`config.mk`:
```
export PLATFORM = sky130hd
export DESIGN_NAME = tl_request_conditioner
export DESIGN_NICKNAME = d
export VERILOG_FILES = /design/src/rtl/tl_request_conditioner.sv
export SDC_FILE = /design/constraint.sdc
export NUM_CORES = 1
export LEC_CHECK = 0
export CAP_MARGIN = 20
export CORE_ASPECT_RATIO = 1.5
export CORE_MARGIN = 4
export CORE_UTILIZATION = 46
export CTS_CLUSTER_SIZE = 20
export DETAILED_ROUTE_END_ITERATION = 8
export PLACE_DENSITY = 0.72
export SYNTH_ARGS = -nofsm -noshare
export SYNTH_HDL_FRONTEND = slang
export SYNTH_SLANG_ARGS = --single-unit
export TNS_END_PERCENT = 20
```
`constraint.sdc`:
```
create_clock -name clk -period 4.71 [get_ports clk]
set_clock_uncertainty 0.15 [all_clocks]
set_input_delay 0.942 -clock clk [delete_from_list [all_inputs] [get_ports clk]]
set_output_delay 0.942 -clock clk [all_outputs]
set_load 0.02 [all_outputs]
```
`src/rtl/tl_request_conditioner.sv`:
```
// Input conditioning for the traffic light controller: synchronises and debounces the
// car, pedestrian and emergency inputs, latches pedestrian requests, stretches emergency.
module tl_request_conditioner #(
    parameter int unsigned DEBOUNCE_CYCLES = 8,
    parameter int unsigned EMERG_HOLD      = 16
) (
    input  logic clk,
    input  logic rst_n,
    input  logic car_raw,
    input  logic ped_button_raw,
    input  logic emerg_raw,
    input  logic ped_served,
    output logic sensor_car,
    output logic sensor_pedestrian,
    output logic emergency
);

    localparam int unsigned NUM_CH   = 3;
    localparam int unsigned CH_CAR   = 0;
    localparam int unsigned CH_PED   = 1;
    localparam int unsigned CH_EMERG = 2;
    localparam logic [7:0]  DEB_LAST  = 8'(DEBOUNCE_CYCLES - 1);
    localparam logic [7:0]  HOLD_LOAD = 8'(EMERG_HOLD);

    typedef enum logic [1:0] {
        PED_IDLE    = 2'b00,
        PED_PENDING = 2'b01,
        PED_SERVING = 2'b10
    } ped_state_t;

    logic [NUM_CH-1:0]       raw;
    logic [NUM_CH-1:0]       sync1;
    logic [NUM_CH-1:0]       sync2;
    logic [NUM_CH-1:0]       deb;
    logic [NUM_CH-1:0]       deb_flip;
    logic [NUM_CH-1:0][7:0]  cnt;
    logic                    deb_ped_q;
    logic                    ped_rise;
    logic                    ped_req;
    ped_state_t              ped_state;
    logic [7:0]              hold_cnt;

    assign raw = {emerg_raw, ped_button_raw, car_raw};

    // A channel flips on the edge its disagreement has lasted DEBOUNCE_CYCLES samples.
    always_comb begin
        deb_flip = '0;
        for (int unsigned i = 0; i < NUM_CH; i++) begin
            deb_flip[i] = (sync2[i] != deb[i]) && (cnt[i] == DEB_LAST);
        end
    end

    always_ff @(posedge clk or negedge rst_n) begin
        if (!rst_n) begin
            sync1 <= '0;
            sync2 <= '0;
            deb   <= '0;
            cnt   <= '0;
        end else begin
            sync1 <= raw;
            sync2 <= sync1;
            for (int unsigned i = 0; i < NUM_CH; i++) begin
                if (sync2[i] == deb[i]) begin
                    cnt[i] <= '0;
                end else if (deb_flip[i]) begin
                    deb[i] <= sync2[i];
                    cnt[i] <= '0;
                end else begin
                    cnt[i] <= cnt[i] + 8'd1;
                end
            end
        end
    end

    assign ped_rise = deb[CH_PED] & ~deb_ped_q;

    // Request flag is registered alongside the state so the output is glitch-free.
    always_ff @(posedge clk or negedge rst_n) begin
        if (!rst_n) begin
            deb_ped_q <= 1'b0;
            ped_state <= PED_IDLE;
            ped_req   <= 1'b0;
        end else begin
            deb_ped_q <= deb[CH_PED];
            case (ped_state)
                PED_IDLE: begin
                    if (ped_rise) begin
                        ped_state <= PED_PENDING;
                        ped_req   <= 1'b1;
                    end
                end
                PED_PENDING: begin
                    if (ped_served) begin
                        ped_state <= PED_SERVING;
                        ped_req   <= 1'b0;
                    end
                end
                PED_SERVING: begin
                    if (!ped_served) begin
                        ped_state <= PED_IDLE;
                    end
                end
                default: begin
                    ped_state <= PED_IDLE;
                    ped_req   <= 1'b0;
                end
            endcase
        end
    end

    // Hold is loaded on the debounced fall and cancelled on the debounced rise.
    always_ff @(posedge clk or negedge rst_n) begin
        if (!rst_n) begin
            hold_cnt <= '0;
        end else if (deb_flip[CH_EMERG]) begin
            hold_cnt <= deb[CH_EMERG] ? HOLD_LOAD : '0;
        end else if (hold_cnt != '0) begin
            hold_cnt <= hold_cnt - 8'd1;
        end
    end

    assign sensor_car        = deb[CH_CAR];
    assign sensor_pedestrian = ped_req;
    assign emergency         = deb[CH_EMERG] | (hold_cnt != '0);

endmodule

```
==> results of run 1 <==
[per-layer routing]
metal  track usage (%)  vias up  share of wire, %
met5                 0        -                 0
met4              6.76        0               2.0
met3              3.36        6               3.1
met2              24.5       18                51
met1              15.1      707                43
li1                  -      713                 -
[registers in the layout, indices dropped and copies added, names as in the netlist]
name / cells
hold_cnt: 8
cnt: 24
sensor_pedestrian: 1
sync1: 3
deb_ped_q: 1
deb: 3
ped_state: 2
sync2: 3
[layout by cell type (no fill, tap or decap), types with 2 or more instances in the layout]
master	n
clkbuf_8	5
xor2_1	8
nor3b_1	4
nand4_1	3
ha_1	5
or3_1	12
a21oi_1	16
xnor2_1	6
mux2_2	2
or4_1	6
clkinv_2	2
o21ai_0	13
o31ai_2	2
dfrtp_1	45
nor2_1	20
nand3_1	9
nor3_1	5
o31ai_1	3
clkdlybuf4s50_1	7
inv_1	8
nand2_1	9
[kinds of logic after synthesis]
kind of cell	synth area share (%)
simple gates	20.4
buf+inv	1.72
fa+ha+maj	3.07
compound gates	11.3
xor+xnor	6.01
flops	55.2
mux	2.33
[stage by stage]
step / instance area (um2) / instances
after floorplan: 2040 / 191
after global placement: 2170 / 244
after detailed placement: 2170 / 244
after CTS: 2250 / 252
after global routing: 2270 / 253
final: 2270 / 253
[worst min path at each step]
stage | from | end | cells after the start
finish | sync1[2] | sync2[2] | 0
global route | sync1[2] | sync2[2] | 0
CTS | sync1[2] | sync2[2] | 0
detailed placement | sync1[2] | sync2[2] | 0
global placement | sync1[2] | sync2[2] | 0
floorplan | sync1[0] | sync2[0] | 0
[power groups by stage]
| stage | Sequential [uW] | Combinational (uW) | Clock, uW |
|---|---|---|---|
| 2_1_floorplan | 552 | 234 | 0 |
| 3_3_place_gp | 559 | 306 | 0 |
| 3_5_place_dp | 564 | 308 | 0 |
| 4_1_cts | 557 | 311 | 237 |
| 5_1_grt | 572 | 359 | 253 |
| 6_report | 558 | 309 | 229 |
[layout make-up]
cell class | instances | area [um2]
Multi-Input combinational cell | 137 | 880
Clock inverter | 2 | 10.0
Fill cell | 375 | 1970
Tap cell | 46 | 57.6
Sequential cell | 45 | 1130
Inverter | 8 | 30.0
Clock buffer | 6 | 72.6
Timing Repair Buffer | 9 | 95.1
[critical path, stage by stage (launching register included)]
cell             delay (ps)
dfrtp_1                 390
inv_1                   110
ha_1                    190
or3b_2                  490
or3_1                   320
clkdlybuf4s50_1         540
[synth_stat cells, drive strengths merged (3+ instances only)]
| master | number | area (um2) |
|---|---|---|
| a21oi | 16 | 80.1 |
| dfrtp | 45 | 1130 |
| ha | 5 | 62.6 |
| inv | 8 | 30.0 |
| mux2 | 3 | 37.5 |
| nand2 | 9 | 33.8 |
| nand3 | 9 | 45.0 |
| nand4 | 3 | 18.8 |
| nor2 | 20 | 75.1 |
| nor3 | 6 | 41.3 |
| nor3b | 4 | 30.0 |
| o21ai | 13 | 65.1 |
| o31ai | 5 | 47.5 |
| or3 | 12 | 75.1 |
| or4 | 7 | 56.3 |
| xnor2 | 6 | 52.6 |
| xor2 | 8 | 70.1 |
==> results.yml, run 1 <==
status:
  status: "completed"
critical_path:
  endpoint_kind: "output port"
  critPathCapture: "emergency"
  regToRegEndpoint: "deb[2]"
  start_kind: "flop"
  required_ps: 3620
  r2r_slack_ps: 2590
  cp.arrival_ps: 2350
  path_max_fanout: 4
  critical_path_class: "flop to output port"
  reg2reg_depth: 3
  rr_startpoint: "cnt[20]"
  crit_start: "hold_cnt[0]"
pwr:
  power_density_mw_per_mm2: 482
  comb_power_share_pct: 28.2
  p_clk_share_pct: 20.9
  ir_worst_vdd_mv: 0.361
  power_switching_uw: 375
  finalPower_uw: 1090
  cell_internal_pwr_uw: 719
  seqPwrFrac_pct: 50.9
  p_leak_uw: 0.000974
  sw_frac_of_total_pct: 34.3
grt:
  grt_pass1_wl_mm: 6.09
  grt_antenna_before_repair: 0
  gr-total-overflow: 0
  grt_max_degree: 46
  track_usage_pct: 13.6
  grt_pass1_vias: 1431
floorplanning:
  io_pins: 9
  die_x_um: 62.4
  rows: 29
  core_mm2: 0.00425
  die-area_mm2: 0.00559
  chipHeight_um: 89.6
  start_util_pct: 48.1
logic_synthesis:
  ys_types: 33
  synth_flop_cell: "dfrtp_1"
  async_flop_share_pct: 100
  seq_area_frac_synth_pct: 55.2
  synth_nets: 202
  synth_edf_count: 0
  synth_cells: 191
  syn_area_per_cell_um2: 10.7
  ys_warn_count: 0
  synth_area_mm2: 0.00204
  ys_ff_latch: 45
clock_tree:
  cts.sinks: 45
  cts_tree: "yes"
  cts_made_buffers: 5
  clock_path_buffers: 2
  hold_buffers: 0
  path_clk_slew_ps: 90
  clk_latency_ps: 300
  cts_root_buffer: "clkbuf_8"
  ctsResizeCount: 0
  htree_levels: 2
  postCtsSetupRepairBufs: 0
final_layout:
  antenna_cells: 0
  final_net_count: 217
  drive_gt1_share_pct: 9.18
  syn_to_final_growth_pct: 11.3
  final_core_util_pct: 53.5
sta:
  finalHoldViolCount: 0
  tns_ps: 0
  setup_slack_ps: 1270
  fin_crit_sh_pct: 73.1
  final.min_clock_period_ps: 3440
  tightest_slew_ps: 787
  fmaxAchievable_mhz: 290
  rsz0062_at_grt: "false"
  setup_violations: 0
  worst_hold_slack_ps: 202
  maxSlewHeadroom_pct: 47.1
  slew_viol_final: 0
detailed_routing:
  wl_per_cell_um: 13.2
  drt_iter0_drc: 38
  dr_total_vias: 1444
  drc: 0
  viasPerCell: 5.71
  postRouteAntennaNets: 0
  drt-pass1-iter-count: 4
  routed_wirelength_mm: 3.33
place:
  globalplace.congestion: 0.732
  dp_hpwl_mm: 2.33
  io_buffer_count: 8
  pre_cts_ws_ps: 1610
flow_run:
  drv_cap: 0
worst_hold_path:
  min_path_type: "flop to flop"
No activity file was read; power rests on OpenSTA's default activity.
==> inputs of run 2 (changes only) <==
PLACE_DENSITY = 0.75   (was 0.72)
clock period = 3.1 ns   (was 4.71 ns; I/O delays follow)
==> run 2 against run 1 <==
Clock-buffer cell count shrank 1. Sequential power grew 52%. Sequential share of layout area shrank 0.27 points. Final cell count grew 0.40%. Core utilization grew 0.29 points. Non-clock buffer count grew 1. Die area is the same. Register-to-register slack lost 1600 ps. Cell area grew 0.55%. Critical endpoint unchanged. Largest power group unchanged.
==> results.yml, run 2 (synthesized netlist as in run 1, its figures left out) <==
flow_run:
  drv_cap: 0
clock_tree:
  cts.sinks: 45
  cts_tree: "yes"
  postCtsSetupRepairBufs: 0
  cts_made_buffers: 5
  htree_levels: 2
  cts_root_buffer: "clkbuf_8"
  clk_latency_ps: 300
  path_clk_slew_ps: 80
  clock_path_buffers: 2
critical_path:
  crit_chain: "inv_1 -> ha_1 -> or3b_2 -> or3_1 -> dlygate4sd2_1"
  max_stage_delay_ps: 500
  crit_family: "simple AND/OR/NAND/NOR gates"
  r2r_slack_ps: 980
  path_max_fanout: 4
  cp.arrival_ps: 2130
  path_buf_inv: 2
  regToRegEndpoint: "deb[2]"
  required_ps: 2330
  critical_path_class: "flop to output port"
  path_depth: 5
  start_kind: "flop"
  cp_slowest_cell: "or3b_2"
  rr_startpoint: "cnt[20]"
  reg2reg_depth: 3
  endpoint_kind: "output port"
  crit_start: "hold_cnt[0]"
detailed_routing:
  drc: 0
  drt-pass1-iter-count: 4
  routed_wirelength_mm: 3.24
  dr_total_vias: 1412
  wl_per_cell_um: 12.8
  viasPerCell: 5.56
  drt_iter0_drc: 51
  postRouteAntennaNets: 0
final_layout:
  final_net_count: 218
  drive_gt1_share_pct: 9.62
  layout_common_cells: "dfrtp_1 (45), nor2_1 (20), a21oi_1 (16)"
  top_regs: "cnt (24), hold_cnt (8)"
  top_register: "cnt"
  final_area_mm2: 0.00228
  fill_cells: 386
  syn_to_final_growth_pct: 11.9
  multi_input_area_um2: 880
  antenna_cells: 0
  final_common_cell: "dfrtp_1"
  largest_register_ffs: 24
  seq_area_mm2: 0.00113
worst_hold_path:
  hp-start: "sync1[1]"
  hold_end: "sync2[1]"
  min_path_type: "flop to flop"
  hold_path_depth: 0
sta:
  finalHoldViolCount: 0
  slew_viol_final: 0
  rsz0062_at_grt: "false"
  worst_hold_slack_ps: 201
  tns_ps: 0
  fmaxAchievable_mhz: 345
  maxSlewHeadroom_pct: 52.1
  fin_crit_sh_pct: 93.4
  tightest_slew_ps: 711
  setup_violations: 0
  final.min_clock_period_ps: 2900
  setup_slack_ps: 204
floorplanning:
  die-area_mm2: 0.00559
  chipHeight_um: 89.6
  die_x_um: 62.4
  rows: 29
  io_pins: 9
  core_mm2: 0.00425
  start_util_pct: 48.1
grt:
  grt_pass1_vias: 1320
  track_usage_pct: 12.7
  grt_pass1_wl_mm: 5.68
  grt_antenna_before_repair: 0
  gr-total-overflow: 0
  grt_max_degree: 46
pwr:
  cell_internal_pwr_uw: 1090
  comb_power_share_pct: 28.2
  power_density_mw_per_mm2: 731
  ir_worst_vdd_mv: 0.522
  seqPwrFrac_pct: 50.7
  power_switching_uw: 577
  sw_frac_of_total_pct: 34.6
  p_leak_uw: 0.000975
  p_clk_share_pct: 21.1
place:
  globalplace.congestion: 0.776
  place_area_mm2: 0.00217
  pre_cts_ws_ps: 321
  io_buffer_count: 8
  dp_hpwl_mm: 2.31
status:
  status: "completed"
==> run 2: cell count changes in the layout (fill, tap and decap cells not counted), sizes merged <==
| cell | before | now |
|---|---|---|
| clkbuf | 6 | 5 |
| clkdlybuf4s50 | 7 | 6 |
| clkinvlp | 0 | 1 |
| dlygate4sd2 | 0 | 1 |
| dlygate4sd3 | 0 | 1 |
==> run 2: worst max path at each step <==
stage                 to  slack [ps]
4_1_cts        emergency         200
5_1_grt        emergency         140
2_1_floorplan  emergency         820
3_5_place_dp   emergency         320
6_report       emergency         200
3_3_place_gp   emergency         370
==> run 2: final cells by class <==
class / count / share of cell area (%)
clock inverters: 3 / 0.767
repair buffers: 10 / 4.55
clock buffers: 5 / 3.01
inverters: 8 / 1.32
multi-input cells: 137 / 38.5
flip-flops and latches: 45 / 49.3
well taps: 46 / 2.52
==> run 2: metrics by stage <==
stage | util [%] | total power (uW) | cells
2_1_floorplan | - | 1190 | 191
3_3_place_gp | 51.1 | 1320 | 244
3_5_place_dp | 51.1 | 1330 | 244
4_1_cts | 53.1 | 1690 | 252
5_1_grt | 53.8 | 1800 | 254
6_report | 53.8 | 1670 | 254
==> run 2: power by group through the flow <==
stage,combinational [uW],clock (uW),sequential [uW]
2_1_floorplan,355,0,839
3_3_place_gp,466,0,850
3_5_place_dp,474,0,859
4_1_cts,476,370,846
5_1_grt,537,394,869
6_report,471,352,847
==> run 2: repair_timing <==
| item | 4_1_cts | 5_1_grt |
|---|---|---|
| endpoints found under the hold margin | 0 | 4 |
| hold buffers | 0 | 1 |
| resized for setup | 1 | 0 |
| endpoints found under the setup margin | 1 | 0 |
==> run 2: metal layers <==
metal / track usage, % / routed length (um) / share of wire, % / up-vias
met5: 0 / 0 / 0 / -
met4: 6.37 / 66 / 2.0 / 0
met3: 3.49 / 97 / 3.0 / 5
met2: 22.3 / 1660 / 51 / 15
met1: 14.4 / 1420 / 44 / 681
li1: - / - / - / 711
==> inputs of run 3 (changes only) <==
CORE_UTILIZATION = 50   (was 46)
CTS_CLUSTER_DIAMETER = 80   (was default)
PLACE_DENSITY = 0.79   (was 0.75)
==> run 3 against run 2 <==
Sequential share of layout area down 0.19 points. Core utilization grew 4.1 points. Non-clock buffer count unchanged. Clock power grew 7.1%. Final cell count is 0.39% lower. Cell area rose by 0.38%. Sequential power is essentially flat. Via count increased by 0.71%. Flip-flop and latch count unchanged. Power up 1.8%. Register-to-register slack better by 40 ps. Worst setup slack better by 5.4 ps.
==> results.yml, run 3 (synthesized netlist as in run 1, its figures left out) <==
floorplanning:
  chipHeight_um: 86.2
  die-area_mm2: 0.00519
  die_x_um: 60.2
  core_mm2: 0.00396
  io_pins: 9
  rows: 28
  start_util_pct: 51.5
grt:
  grt_antenna_before_repair: 0
  grt_max_degree: 46
  grt_pass1_vias: 1456
  track_usage_pct: 15.1
  grt_pass1_wl_mm: 5.94
  gr-total-overflow: 0
detailed_routing:
  routed_wirelength_mm: 3.32
  postRouteAntennaNets: 0
  viasPerCell: 5.62
  drc: 0
  drt_iter0_drc: 51
  dr_total_vias: 1422
  wl_per_cell_um: 13.1
  drt-pass1-iter-count: 4
critical_path:
  critical_path_class: "flop to output port"
  endpoint_kind: "output port"
  cp.arrival_ps: 2120
  start_kind: "flop"
  max_stage_delay_ps: 500
  path_buf_inv: 2
  rr_startpoint: "cnt[20]"
  cp_slowest_cell: "or3b_2"
  crit_family: "simple AND/OR/NAND/NOR gates"
  path_max_fanout: 4
  crit_chain: "inv_1 -> ha_1 -> or3b_2 -> or3_1 -> dlygate4sd2_1"
  required_ps: 2330
  crit_start: "hold_cnt[0]"
final_layout:
  drive_gt1_share_pct: 9.62
  top_register: "cnt"
  top_regs: "cnt (24), hold_cnt (8)"
  final_common_cell: "dfrtp_1"
  final_core_util_pct: 57.9
  largest_register_ffs: 24
  seq_area_mm2: 0.00113
  layout_common_cells: "dfrtp_1 (45), nor2_1 (20), a21oi_1 (16)"
  finalNonFillerCells: 253
  fill_cells: 342
  syn_to_final_growth_pct: 12.3
  antenna_cells: 0
  multi_input_area_um2: 880
  final_net_count: 218
clock_tree:
  cts_root_buffer: "clkbuf_8"
  htree_levels: 2
  postCtsSetupRepairBufs: 0
  cts.sinks: 45
  cts_made_buffers: 5
  clk_latency_ps: 300
  path_clk_slew_ps: 80
  clock_path_buffers: 2
  cts_tree: "yes"
worst_hold_path:
  hp-start: "sync1[1]"
  min_path_type: "flop to flop"
sta:
  tightest_slew_ps: 759
  fin_crit_sh_pct: 93.3
  fmaxAchievable_mhz: 346
  worst_hold_slack_ps: 202
  setup_slack_ps: 209
  maxSlewHeadroom_pct: 48.9
  tns_ps: 0
  rsz0062_at_grt: "false"
  finalHoldViolCount: 0
  slew_viol_final: 0
  setup_violations: 0
  final.min_clock_period_ps: 2890
pwr:
  p_leak_uw: 0.000982
  ir_worst_vdd_mv: 0.453
  power_density_mw_per_mm2: 741
place:
  globalplace.congestion: 0.818
  placed_cells: 243
  io_buffer_count: 8
  dp_hpwl_mm: 2.26
  pre_cts_ws_ps: 309
flow_run:
  drv_cap: 0
status:
  status: "completed"
## run 3: cell type report
cell class	count	share of cell area, %
clock buffers	6	3.60
repair buffers	10	4.53
inverters	8	1.31
well taps	45	2.46
clock inverters	2	0.600
multi-input cells	137	38.4
flip-flops and latches	45	49.1
## run 3: worst paths after layout
check | to | slack (ps) | cells past startpoint
worst min-delay path | sync2[1] | 200 | 0
min in group asynchronous | hold_cnt[5] | 520 | 2
worst max register to register | deb[2] | 1020 | 3
max in group asynchronous | ped_state[0] | 1840 | 3
worst min register to register | sync2[1] | 200 | 0
worst max-delay path | emergency | 210 | 5
## run 3: power by group
part           leakage (uW)  internal (uW)  total [uW]  switching (uW)
combinational      0.000345            221         474             253
sequential         0.000586            716         848             132
clock             0.0000512            181         377             196
total              0.000982           1120        1700             581
## run 3: through the flow
stage                     cell area [um2]  total power, uW
after detailed placement             2170             1330
after global routing                 2290             1840
after CTS                            2260             1720
final                                2290             1700
after floorplan                      2040             1190
after global placement               2170             1310
## run 3: timing repair
action,CTS,global route
gates resized for setup,1,0
hold buffers,0,1
endpoints found under the hold margin,0,4
endpoints found under the setup margin,1,0
## run 3: worst reg2reg max path: cells and delay by family, from the launching register on
kind	cells	cell delay, ps
flip-flops	1	420
multiplexers	1	330
AND/OR/NAND/NOR	2	1080
## run 3: routing by layer
layer  part of all wire, %  GRT usage [%]  wire, um
met4                   2.0           9.48        68
met5                     0              0         0
met3                   3.3           4.77       109
met1                    45           17.5      1490
met2                    50           23.7      1650
==> RTL edit (settings of run 1) <==
Reset style: synchronous (`rst_n`), changed in 3 clocked blocks.
--- a/src/rtl/tl_request_conditioner.sv
+++ b/src/rtl/tl_request_conditioner.sv
@@ -50,7 +50,7 @@
         end
     end
 
-    always_ff @(posedge clk or negedge rst_n) begin
+    always_ff @(posedge clk) begin
         if (!rst_n) begin
             sync1 <= '0;
             sync2 <= '0;
@@ -75,7 +75,7 @@
     assign ped_rise = deb[CH_PED] & ~deb_ped_q;
 
     // Request flag is registered alongside the state so the output is glitch-free.
-    always_ff @(posedge clk or negedge rst_n) begin
+    always_ff @(posedge clk) begin
         if (!rst_n) begin
             deb_ped_q <= 1'b0;
             ped_state <= PED_IDLE;
@@ -109,7 +109,7 @@
     end
 
     // Hold is loaded on the debounced fall and cancelled on the debounced rise.
-    always_ff @(posedge clk or negedge rst_n) begin
+    always_ff @(posedge clk) begin
         if (!rst_n) begin
             hold_cnt <= '0;
         end else if (deb_flip[CH_EMERG]) begin
Check against the original RTL: same outputs for any inputs over 10 cycles, from zero or initial values and one cycle with rst_n low; that may be too few to reach the edited logic, so the function may still have changed.
==> RTL edit against run 1 <==
  * Synthesized cell count is 0.52% higher
  * Via count is 11% lower
  * Die area is 9.0% lower
  * Highest routed layer unchanged
  * Worst setup slack better by 120 ps
  * Routed wire length is 18% lower
  * Sequential cell count stayed put
  * Design area is 10% lower
  * Area after synthesis is 10% lower
  * Total power is 14% lower
  * Critical path depth is 1 higher
  * Sequential share of layout area is 5.5 points lower
  * Critical path type unchanged
==> RTL edit: results <==
cells_and_area:
  layout.core_utilization_pct: 54.5
  clk_share_pct: 4.04
  number_of_combinational_gates_with_multiple_inputs: 139
  fin_cells: 249
  top_regs: "cnt x24, hold_cnt x8"
  drive_gt1_share_pct: 7.28
  antennaDiodeCount: 0
  nClkBuffers: 6
  inv_count: 6
  area_share_nonclk_buffers_pct: 3.92
  fill_cells: 369
  final.signal_buffer_count: 8
  multi_input_area_share_pct: 44.2
  final_net_count: 216
  register_area_um2: 901
drt:
  vias_per_cell: 5.18
  wire_per_inst_um: 11.0
  detailedRoute.firstPassIterationCount: 4
  detailedRoute.firstIterationViolations: 24
pwr:
  cellLeakagePower_nw: 0.812
  switching_share_pct: 30.1
  vdd_drop_max_mv: 0.443
yosys:
  synthTopCellsByCount: "dfxtp_1, nor2_1, nand3_1, xor2_1, xnor2_1"
  synth.net_count: 203
  ys_seq_area_share_pct: 49.1
  synth_warnings: 0
  post_synth_main_area_contributors: "dfxtp_1, xor2_1, nor2_1, nand3_1, xnor2_1"
  synth_async_sr_flop_share_pct: 0
  mapped_cells: 192
clock_tree:
  clock_tree.root_cell: "clkbuf_8"
  cts.clk_slew.worst_paths_ps: 80
  cts.path.max_buffers: 2
  tritoncts_buffer_count: 5
  cts.repair_timing.setup_buffer_count: 0
place:
  pre_cts_ws_ps: 1710
  placed_area_um2: 1960
  post-place-cells: 241
  gpl.final_weighted_congestion: 0.786
  dp_hpwl_um: 2020
floorplan:
  placeableCoreArea_um2: 3750
run_status:
  result_of_the_run: "completed"
global_routing:
  grt_usage_pct: 12.7
  grt_antenna_before_repair: 0
  grt_pass1_vias: 1244
  pin_count_of_the_biggest_net_entering_global_routing: 19
  grt_pass1_wl_um: 4970
setup_path:
  critical_path_peak_fanout: 7
  cp_max_stage_delay_ps: 530
  cp.arrival_ps: 2230
  critical-path-slowest-cell: "clkdlybuf4s50_1"
sta:
  tightest_slew_ps: 569
==> RTL edit: cell count changes after synthesis, sizes merged, moves of 7 or more <==
cell / change
dfrtp: -45
dfxtp: +45
nor2: +16
a21oi: -13
o21ai: -13
nand3: +9
or3: -9
xor2: +8
and2: +7
and3: +7
==> RTL edit: kinds of logic after synthesis <==
family / after synthesis / share of synthesized area [%]
AO/OA/AOI/OAI: 9 / 3.14
XOR/XNOR: 25 / 11.9
adder cells (fa/ha/maj): 5 / 3.41
buffers and inverters: 8 / 1.64
flip-flops: 45 / 49.1
multiplexers: 5 / 2.79
AND/OR/NAND/NOR: 95 / 28.0
==> RTL edit: power by group through the flow <==
stage               combinational (mW)  clock, mW  sequential, mW
floorplan                        0.242          0           0.426
global placement                 0.308          0           0.428
detailed placement               0.307          0           0.430
CTS                              0.310      0.232           0.421
global route                     0.343      0.248           0.423
finish                           0.307      0.219           0.420
==> RTL edit: worst paths after layout <==
kind / start / endpoint / slack [ps] / depth (start not counted)
hold / removal: sync1[0] / sync2[0] / 290 / 1
setup / recovery: hold_cnt[0] / emergency / 1390 / 6
setup reg to reg: cnt[16] / hold_cnt[4] / 2850 / 5
hold reg to reg: sync1[0] / sync2[0] / 290 / 1
==> RTL edit: worst max-delay path: cells and delay by family (launching register included) <==
kind	cells	cell delay (ps)
adder cells (fa/ha/maj)	1	170
AND/OR/NAND/NOR	3	800
flip-flops	1	330
buffers and inverters	2	640
==> RTL edit: per-layer routing <==
layer  wire length [µm]  global-route usage, %  share of wire (%)
met1               1160                   13.3                 42
met3                 92                   4.11                3.4
met4                 47                   6.05                1.7
met2               1430                   22.0                 52
met5                  0                      0                  0
